[config.mk]
export PLATFORM = sky130hd
export DESIGN_NAME = hazard_stall_unit_flat
export DESIGN_NICKNAME = d
export VERILOG_FILES = /design/src/rtl/hazard_stall_unit_if.sv /design/src/rtl/hazard_stall_unit.sv /design/src/flat_wrapper.sv
export SDC_FILE = /design/constraint.sdc
export NUM_CORES = 1
export LEC_CHECK = 0
export ABC_AREA = 1
export CAP_MARGIN = 20
export CORE_ASPECT_RATIO = 2
export CORE_MARGIN = 2
export CORE_UTILIZATION = 34
export DETAILED_ROUTE_END_ITERATION = 12
export PLACE_DENSITY = 0.76
export SYNTH_ARGS = -nofsm -noshare
export SYNTH_HDL_FRONTEND = slang
export SYNTH_SLANG_ARGS = --single-unit
[constraint.sdc]
create_clock -name CLK -period 1.44 [get_ports CLK]
set_clock_uncertainty 0.05 [all_clocks]
set_input_delay 0.288 -clock CLK [delete_from_list [all_inputs] [get_ports CLK]]
set_output_delay 0.288 -clock CLK [all_outputs]
set_load 0.01 [all_outputs]
[src/rtl/hazard_stall_unit_if.sv]
`default_nettype none
// +----------------------------------------------------------------------------+
// | hazard_stall_unit_if : ID/EX hazard inputs and pipeline control outputs    |
// | Rev 1.0                                                                    |
// +----------------------------------------------------------------------------+
interface hazard_stall_unit_if #(
    parameter int CNT_W = 16
);
    logic             ID_Valid;
    logic [4:0]       ID_Rs;
    logic [4:0]       ID_Rt;
    logic             ID_UsesRs;
    logic             ID_UsesRt;
    logic             EX_MemRead;
    logic [4:0]       EX_Rw;
    logic             EX_BranchTaken;
    logic             ExtStall_Req;
    logic             PCWrite;
    logic             IFIDWrite;
    logic             IF_Flush;
    logic             ID_Bubble;
    logic             Pipe_Freeze;
    logic             ExtStall_Ack;
    logic             StallErr;
    logic [CNT_W-1:0] LoadStallCnt;
    logic [CNT_W-1:0] FlushCnt;

    modport master (
        output ID_Valid, ID_Rs, ID_Rt, ID_UsesRs, ID_UsesRt,
               EX_MemRead, EX_Rw, EX_BranchTaken, ExtStall_Req,
        input  PCWrite, IFIDWrite, IF_Flush, ID_Bubble, Pipe_Freeze,
               ExtStall_Ack, StallErr, LoadStallCnt, FlushCnt
    );

    modport slave (
        input  ID_Valid, ID_Rs, ID_Rt, ID_UsesRs, ID_UsesRt,
               EX_MemRead, EX_Rw, EX_BranchTaken, ExtStall_Req,
        output PCWrite, IFIDWrite, IF_Flush, ID_Bubble, Pipe_Freeze,
               ExtStall_Ack, StallErr, LoadStallCnt, FlushCnt
    );
endinterface
`default_nettype wire

[src/rtl/hazard_stall_unit.sv]
`default_nettype none
// +----------------------------------------------------------------------------+
// | hazard_stall_unit : load-use / branch / external-freeze pipeline control   |
// | Optional perf counters: HAZARD_PERF_CNT_EN.  Rev 1.0                       |
// +----------------------------------------------------------------------------+
module hazard_stall_unit #(
    parameter int MAX_STALL = 64,
    parameter int CNT_W     = 16
) (
    input  wire logic          CLK,
    input  wire logic          Reset_L,
    hazard_stall_unit_if.slave hz
);
    typedef enum logic [1:0] {
        RUN        = 2'd0,
        LOAD_STALL = 2'd1,
        FLUSH      = 2'd2
    } state_t;

    localparam int                c_WD_W   = $clog2(MAX_STALL + 1);
    localparam logic [c_WD_W-1:0] c_WD_MAX = c_WD_W'(MAX_STALL);

    state_t            r_state;
    logic [c_WD_W-1:0] r_wd_cnt;
    logic              r_ack;
    logic              r_err;

    logic w_load_use;
    logic w_freeze;
    logic w_branch;
    logic w_stall;
    logic w_pc_write;

    always_comb begin
        w_load_use = hz.ID_Valid && hz.EX_MemRead && (hz.EX_Rw != 5'd0) &&
                     ((hz.ID_UsesRs && (hz.ID_Rs == hz.EX_Rw)) ||
                      (hz.ID_UsesRt && (hz.ID_Rt == hz.EX_Rw)));
        w_freeze   = hz.ExtStall_Req;
        // EX holds a bubble outside RUN, so only RUN can react to branch/LU
        w_branch   = !w_freeze && (r_state == RUN) && hz.EX_BranchTaken;
        w_stall    = !w_freeze && (r_state == RUN) && !hz.EX_BranchTaken && w_load_use;
        w_pc_write = !w_freeze && !w_stall;
    end

    assign hz.PCWrite      = Reset_L && w_pc_write;
    assign hz.IFIDWrite    = Reset_L && w_pc_write;
    assign hz.IF_Flush     = Reset_L && w_branch;
    assign hz.ID_Bubble    = !Reset_L || w_branch || w_stall;
    assign hz.Pipe_Freeze  = Reset_L && w_freeze;
    assign hz.ExtStall_Ack = r_ack;
    assign hz.StallErr     = r_err;

    always_ff @(posedge CLK or negedge Reset_L) begin
        if (!Reset_L) begin
            r_state  <= RUN;
            r_wd_cnt <= '0;
            r_ack    <= 1'b0;
            r_err    <= 1'b0;
        end else begin
            r_ack <= hz.ExtStall_Req;
            if (!w_freeze) begin
                if (w_branch)     r_state <= FLUSH;
                else if (w_stall) r_state <= LOAD_STALL;
                else              r_state <= RUN;
            end
            if (w_pc_write) begin
                r_wd_cnt <= '0;
            end else if (r_wd_cnt != c_WD_MAX) begin
                r_wd_cnt <= r_wd_cnt + 1'b1;
                if (r_wd_cnt == c_WD_MAX - 1'b1) r_err <= 1'b1;
            end
        end
    end

`ifdef HAZARD_PERF_CNT_EN
    logic [CNT_W-1:0] r_load_cnt;
    logic [CNT_W-1:0] r_flush_cnt;

    // w_stall / w_branch already exclude frozen cycles, so counters hold then
    always_ff @(posedge CLK or negedge Reset_L) begin
        if (!Reset_L) begin
            r_load_cnt  <= '0;
            r_flush_cnt <= '0;
        end else begin
            if (w_stall && (r_load_cnt != {CNT_W{1'b1}}))
                r_load_cnt <= r_load_cnt + 1'b1;
            if (w_branch && (r_flush_cnt != {CNT_W{1'b1}}))
                r_flush_cnt <= r_flush_cnt + 1'b1;
        end
    end

    assign hz.LoadStallCnt = r_load_cnt;
    assign hz.FlushCnt     = r_flush_cnt;
`else
    assign hz.LoadStallCnt = '0;
    assign hz.FlushCnt     = '0;
`endif

endmodule
`default_nettype wire

[src/flat_wrapper.sv]
// flat-port wrapper written by rule: the top's interface ports become plain ports
module hazard_stall_unit_flat 
#(
    parameter int MAX_STALL = 64,
    parameter int CNT_W     = 16
)
  (CLK, Reset_L, hz_ID_Valid, hz_ID_Rs, hz_ID_Rt, hz_ID_UsesRs, hz_ID_UsesRt, hz_EX_MemRead, hz_EX_Rw, hz_EX_BranchTaken, hz_ExtStall_Req, hz_PCWrite, hz_IFIDWrite, hz_IF_Flush, hz_ID_Bubble, hz_Pipe_Freeze, hz_ExtStall_Ack, hz_StallErr, hz_LoadStallCnt, hz_FlushCnt);
  hazard_stall_unit_if #(.CNT_W(CNT_W)) hz_i ();
  input  wire logic CLK;
  input  wire logic Reset_L;
  input wire logic [$bits(hz_i.ID_Valid)-1:0] hz_ID_Valid;
  input wire logic [$bits(hz_i.ID_Rs)-1:0] hz_ID_Rs;
  input wire logic [$bits(hz_i.ID_Rt)-1:0] hz_ID_Rt;
  input wire logic [$bits(hz_i.ID_UsesRs)-1:0] hz_ID_UsesRs;
  input wire logic [$bits(hz_i.ID_UsesRt)-1:0] hz_ID_UsesRt;
  input wire logic [$bits(hz_i.EX_MemRead)-1:0] hz_EX_MemRead;
  input wire logic [$bits(hz_i.EX_Rw)-1:0] hz_EX_Rw;
  input wire logic [$bits(hz_i.EX_BranchTaken)-1:0] hz_EX_BranchTaken;
  input wire logic [$bits(hz_i.ExtStall_Req)-1:0] hz_ExtStall_Req;
  output wire logic [$bits(hz_i.PCWrite)-1:0] hz_PCWrite;
  output wire logic [$bits(hz_i.IFIDWrite)-1:0] hz_IFIDWrite;
  output wire logic [$bits(hz_i.IF_Flush)-1:0] hz_IF_Flush;
  output wire logic [$bits(hz_i.ID_Bubble)-1:0] hz_ID_Bubble;
  output wire logic [$bits(hz_i.Pipe_Freeze)-1:0] hz_Pipe_Freeze;
  output wire logic [$bits(hz_i.ExtStall_Ack)-1:0] hz_ExtStall_Ack;
  output wire logic [$bits(hz_i.StallErr)-1:0] hz_StallErr;
  output wire logic [$bits(hz_i.LoadStallCnt)-1:0] hz_LoadStallCnt;
  output wire logic [$bits(hz_i.FlushCnt)-1:0] hz_FlushCnt;
  assign hz_i.ID_Valid = hz_ID_Valid;
  assign hz_i.ID_Rs = hz_ID_Rs;
  assign hz_i.ID_Rt = hz_ID_Rt;
  assign hz_i.ID_UsesRs = hz_ID_UsesRs;
  assign hz_i.ID_UsesRt = hz_ID_UsesRt;
  assign hz_i.EX_MemRead = hz_EX_MemRead;
  assign hz_i.EX_Rw = hz_EX_Rw;
  assign hz_i.EX_BranchTaken = hz_EX_BranchTaken;
  assign hz_i.ExtStall_Req = hz_ExtStall_Req;
  assign hz_PCWrite = hz_i.PCWrite;
  assign hz_IFIDWrite = hz_i.IFIDWrite;
  assign hz_IF_Flush = hz_i.IF_Flush;
  assign hz_ID_Bubble = hz_i.ID_Bubble;
  assign hz_Pipe_Freeze = hz_i.Pipe_Freeze;
  assign hz_ExtStall_Ack = hz_i.ExtStall_Ack;
  assign hz_StallErr = hz_i.StallErr;
  assign hz_LoadStallCnt = hz_i.LoadStallCnt;
  assign hz_FlushCnt = hz_i.FlushCnt;
  hazard_stall_unit #(.MAX_STALL(MAX_STALL), .CNT_W(CNT_W)) u_core (.CLK(CLK), .Reset_L(Reset_L), .hz(hz_i));
endmodule
# After elaboration in Yosys (flattened, before gate mapping)
# Cells that the tools add are included.
[totals]
regBits = 11
latchBits = 0
ram_bits = 0
romBits = 0
input_bits = 23
wordCells = 38
mem_count = 0
[classes]
addsub = 1
n_mul = 0
div_mod_pow = 0
magnitude_cmp = 0
eq_ne = 4
n_shift = 0
muxes = 4
bitwise = 1
n_reduce_logical = 24
[ops]
columns = ["op", "count"]
rows = [
  ["$mux 7", 2],
  ["$logic_and 1x1->1", 13],
  ["$eq 5x5->1", 2],
  ["$add 7x1->7 const B", 1],
  ["$eq 7x6->1 const B", 1],
  ["$ne 7x7->1 const B", 1],
  ["$reduce_bool 5->1", 1],
  ["$logic_not 1->1", 4],
  ["$logic_or 1x1->1", 3],
  ["$reduce_and 3->1", 1],
  ["$logic_not 2->1", 1],
  ["$mux 2", 1],
  ["$reduce_bool 2->1", 1],
  ["$mux 1", 1],
  ["$not 1->1", 1],
]

# Longest topological paths before layout
[logic_depth]
word_depth = 9
ltp_mapped = 10
mapped_depth_nobuf = 10

# Least setup slack after synthesis
# OpenSTA, ideal clock, no wires.
[synth_timing]
path_type = "input to output"
startpoint = "in hz_EX_Rw[4]"
endpoint = "out hz_PCWrite"
arrival_ns = 1.167
required_ns = 1.102
slack_ns = -0.065
cell_stages = 8
n_path_buf = 1
cell_sequence = "inv_2 nand3_1 nor3_1 nor2_2 nand2_4 nand2_4 nor2_1 buf_4"
[synth_between]
elab_chain_cells = 8
[synth_rtl]
columns = ["element", "line", "rtl"]
rows = [
  ["start, declared", "flat_wrapper.sv:17", "input wire logic [$bits(hz_i.EX_Rw)-1:0] hz_EX_Rw;"],
  ["$eq 5x5->1, on equally long branches", "hazard_stall_unit.sv:36, hazard_stall_unit.sv:37", ""],
  ["$logic_and 1x1->1, on equally long branches", "hazard_stall_unit.sv:36, hazard_stall_unit.sv:37", ""],
  ["$logic_or 1x1->1", "hazard_stall_unit.sv:36", "((hz.ID_UsesRs && (hz.ID_Rs == hz.EX_Rw)) ||"],
  ["$logic_and 1x1->1 (*)", "hazard_stall_unit.sv:35", "w_load_use = hz.ID_Valid && hz.EX_MemRead && (hz.EX_Rw != 5'd0) &&"],
  ["$logic_and 1x1->1 (*)", "hazard_stall_unit.sv:41", "w_stall = !w_freeze && (r_state == RUN) && !hz.EX_BranchTaken && w_load_use;"],
  ["$logic_not 1->1 (*)", "hazard_stall_unit.sv:42", "w_pc_write = !w_freeze && !w_stall;"],
  ["$logic_and 1x1->1 (*)", "hazard_stall_unit.sv:42", ""],
  ["$logic_and 1x1->1 (*)", "-", ""],
  ["end, declared", "flat_wrapper.sv:20", "output wire logic [$bits(hz_i.PCWrite)-1:0] hz_PCWrite;"],
]
# Every way passes the cells marked *; elsewhere a longest branch is shown, timed or not.

# Worst setup path after layout
[layout_timing]
startpoint = "reg u_core.r_state[1]"
endpoint = "out hz_PCWrite"
[layout_between]
elab_chain_cells = 7
[layout_rtl]
columns = ["element", "line", "rtl"]
rows = [
  ["start, declared", "hazard_stall_unit.sv:23", "state_t r_state;"],
  ["start signal, assigned", "hazard_stall_unit.sv:55", "r_state <= RUN;"],
  ["start signal, assigned", "hazard_stall_unit.sv:62", "if (w_branch) r_state <= FLUSH;"],
  ["start signal, assigned", "hazard_stall_unit.sv:63", "else if (w_stall) r_state <= LOAD_STALL;"],
  ["$logic_not 2->1", "hazard_stall_unit.sv:41", ""],
  ["$logic_and 1x1->1 (3 in a row)", "hazard_stall_unit.sv:41", ""],
  ["$logic_not 1->1", "hazard_stall_unit.sv:42", ""],
  ["$logic_and 1x1->1", "hazard_stall_unit.sv:42", ""],
  ["$logic_and 1x1->1", "hazard_stall_unit.sv:45", "assign hz.PCWrite = Reset_L && w_pc_write;"],
]
# No other way between the ends.

==> summary.md <==
| Metric | Value |
|---|---|
| Total chip power | around 900 uW |
| Combinational share of power | 0.285 |
| TritonCTS buffer count | 3 |
| RSZ-0062 raised after global routing | yes |
| First-pass GRT wire length | 3.54 mm |
| Max stage delay on crit path | 0.39 ns |
| Max_cap viols | 0 |
| Placeable Area | 2940 um2 |
| 1st-pass router iterations | 4 |
| Critical Path Source Type | flip-flop |
| Routed Wire Length | between 2 and 2.5 mm |
| Max VDD drop | between 0.0004 and 0.0005 V |
| Unique masters post-synth | 22 |
| GRT overflow | 0 |
| Final instance area | ~1500 um2 |
| Die area | around 3600 um2 |
| Required @ worst endpoint | around 1.1 ns |
| Iter 0 DRT Violations | 14 |
| DP HPWL | approximately 1.8 mm |
| Synth Instances | about 150 |
| Post-DP Area | about 1300 um2 |
| Clock Power Share | 0.345 |
| Placed insts | around 220 |
| Diode count | 0 |
| Status | finished, violations left |
| CTS tree | done |
| Port bufs | 29 |
| Synthesized flop and latch total | 11 |
| Static Leak | approximately 0.00086 uW |
| Syn avg cell area | 6.88 um2 |
| Site Rows | 28 |
| Total GRT Usage | 0.134 |
| Yosys top cell area share | 0.262 |
| Gpl congestion | just under 0.8 |
| Largest area contributor in the netlist | dfrtp_1 |
| Layout overhead on the synthesized area | 39.2% |
| Multi-input logic area | about 600 um2 |
| Final Hold Viols | 0 |
| Final hold slack | between 0.4 and 0.5 ns |
| CTS H-tree lvls | 1 |
| Post-DR vias/cell | 4.26 |
| DP Worst Slack | -0.894 ns |
| Finished Layout Cells | ~230 |
| Net Sw Frac | 0.297 |
| Crit Path Category | reg2out |
| Setup crit end kind | primary output |
| Met2 Use GR | 0.306 |
| Die Y | between 80 and 90 um |
| CTS Buffer Depth | 2 |
| Global Route met1 Usage | 0.0950 |
| Failing checks | negative setup slack |
| Clk_lat worst skew | approximately 0.24 ns |
| Share of post-route cells with drive strength above 1 | 0.234 |
| Sink Count | 11 |
| WP data arrival | 1.44 ns |
| Num ports | just over 60 |
| Initial antenna violation count | 0 |
| CP Max Fanout | 3 |
| Post-Synthesis Cell Area | 1050 um2 |
| Final WS setup | -0.339 ns |
| Register-to-Register Path Depth | 9 |
| Max Freq | roughly 560 MHz |
| Vias in the first global route | roughly 900 |
| CP Depth | 7 |
| Fin. max-slew vios | 0 |
| Starting Density | 0.358 |
| DRC | 0 |
| Worst path bufs/invs | 1 |
| Routed vias | between 900 and 1k |
| Slowest-stage cell, CP | dfrtp_1 |
| Sequential cell area fraction in the yosys report | 0.262 |
| GR Layer Usage met3 | 0.00870 |
| Largest net degree at the start of global routing | 10 |
| Worst-path clk slew | 0.05 ns |
| Final Setup Violations | 13 |
| Switch Pwr | 267 uW |
| Most Used Layer, Global Route | met2 |
| Routed Antenna Nets | 0 |
| Delay-heaviest family, CP | simple AND/OR/NAND/NOR gates |
| Final min period | ~1.8 ns |
| Top cells by area in the synthesized netlist | dfrtp_1, buf_4, nand2_1 |
| Pwr/cell area | a little over 600 nW/um2 |
| Seq pwr share | 0.370 |
| Most used cell along the critical path | nand2_4 |
| # nets final | approximately 230 |
| WL per Instance | approximately 10 um |
| CTS root buf | clkbuf_8 |
| Final period util | 1.24 |
| Worst Hold Class | in2reg |
| Cell count of the worst hold path | 2 |
| Chip width | approximately 43 um |
| Fillers | 313 |
| Yosys warns | 0 |
| CP cell instances | nor3_2 -> nand4_1 -> nor2_2 -> nand2_4 -> nand2_4 -> nor2_4 -> buf_6 |
| Sequential cell area | about 280 um2 |
| Internal power | roughly 630 uW |
[timing repair]
action | CTS | global route
resized for setup | 52 | 5
hold buffers | 0 | 2
hold endpoints to repair | 0 | 11
buffers inserted | 7 | 0
pin swaps | 16 | 7
endpoints found under the setup margin | 15 | 15
[synthesized netlist by cell type]
library cell,number
nor2_1,14
o21ai_1,1
bufinv_8,1
nand3b_1,1
nor2_2,1
conb_1,1
inv_2,4
ha_1,2
buf_4,33
nand3_1,7
xor2_1,5
nor3_1,3
nand2_4,2
nand2_1,35
o21ai_0,1
dfrtp_1,11
nand2_2,2
nor3_2,1
a21oi_1,6
inv_1,19
a21boi_1,1
nand4_1,2
[layout by cell type, fill, tap and decap left out, drive strengths merged, types with 3 or more instances in the layout]
cell,n
a21oi,6
buf,19
xor2,5
nor3,4
nor2,15
dlymetal6s2s,3
conb,32
clkbuf,5
dlygate4sd2,16
nand2,39
nand3,7
clkdlybuf4s50,5
inv,23
dfrtp,11
[path summary, 6_finish.rpt]
path / slack (ns) / to / from
setup / recovery: -0.34 / hz_PCWrite / u_core.r_state[1]
hold / removal: 0.40 / u_core.hz.ExtStall_Ack / hz_ExtStall_Req
setup reg to reg: -0.23 / u_core.r_wd_cnt[4] / u_core.r_state[1]
hold reg to reg: 0.42 / u_core.hz.StallErr / u_core.hz.StallErr
max in group asynchronous: 0.71 / u_core.r_wd_cnt[1] / Reset_L
min in group asynchronous: 0.49 / u_core.r_state[0] / Reset_L
[cell families (layout without fill, tap and decap cells)]
| group | Yosys count | count (layout) | synth area share |
|---|---|---|---|
| other | 1 | 32 | 0.00356 |
| buffers and inverters | 57 | 74 | 0.334 |
| AO/OA/AOI/OAI | 9 | 9 | 0.0452 |
| flip-flops | 11 | 11 | 0.262 |
| adder cells (fa/ha/maj) | 2 | 2 | 0.0238 |
| XOR/XNOR | 5 | 5 | 0.0416 |
| AND/OR/NAND/NOR | 68 | 68 | 0.290 |
[state kept, by name, indices dropped and copies added (netlist names)]
signal                  cells
u_core.r_wd_cnt             7
u_core.hz.StallErr          1
u_core.hz.ExtStall_Ack      1
u_core.r_state              2
[power by group through the flow]
stage / Sequential (uW) / Clock [uW] / Combinational (uW)
after floorplan: 336 / 0 / 192
after global placement: 337 / 0 / 247
after detailed placement: 337 / 0 / 251
after CTS: 332 / 316 / 253
after global routing: 333 / 329 / 287
final: 333 / 310 / 256
[stage by stage]
| step | setup TNS, ns | util |
|---|---|---|
| CTS | -3.29 | 0.490 |
| detailed placement | -6.93 | 0.448 |
| floorplan | -0.0172 | - |
| global route | -3.96 | 0.498 |
| global placement | -6.90 | 0.448 |
| finish | -2.98 | 0.498 |
[final cells by class]
cell class              count  area share
well taps                  30      0.0256
inverters                  24      0.0709
repair buffers             46       0.282
flip-flops and latches     11       0.188
multi-input cells         116       0.403
clock buffers               4      0.0307
[per-layer routing]
layer | routed length [um] | up-vias
met5 | 0 | -
met4 | 55 | 0
met3 | 120 | 6
met2 | 1520 | 45
met1 | 614 | 439
li1 | - | 495
Power figures use the tool's default switching activity.
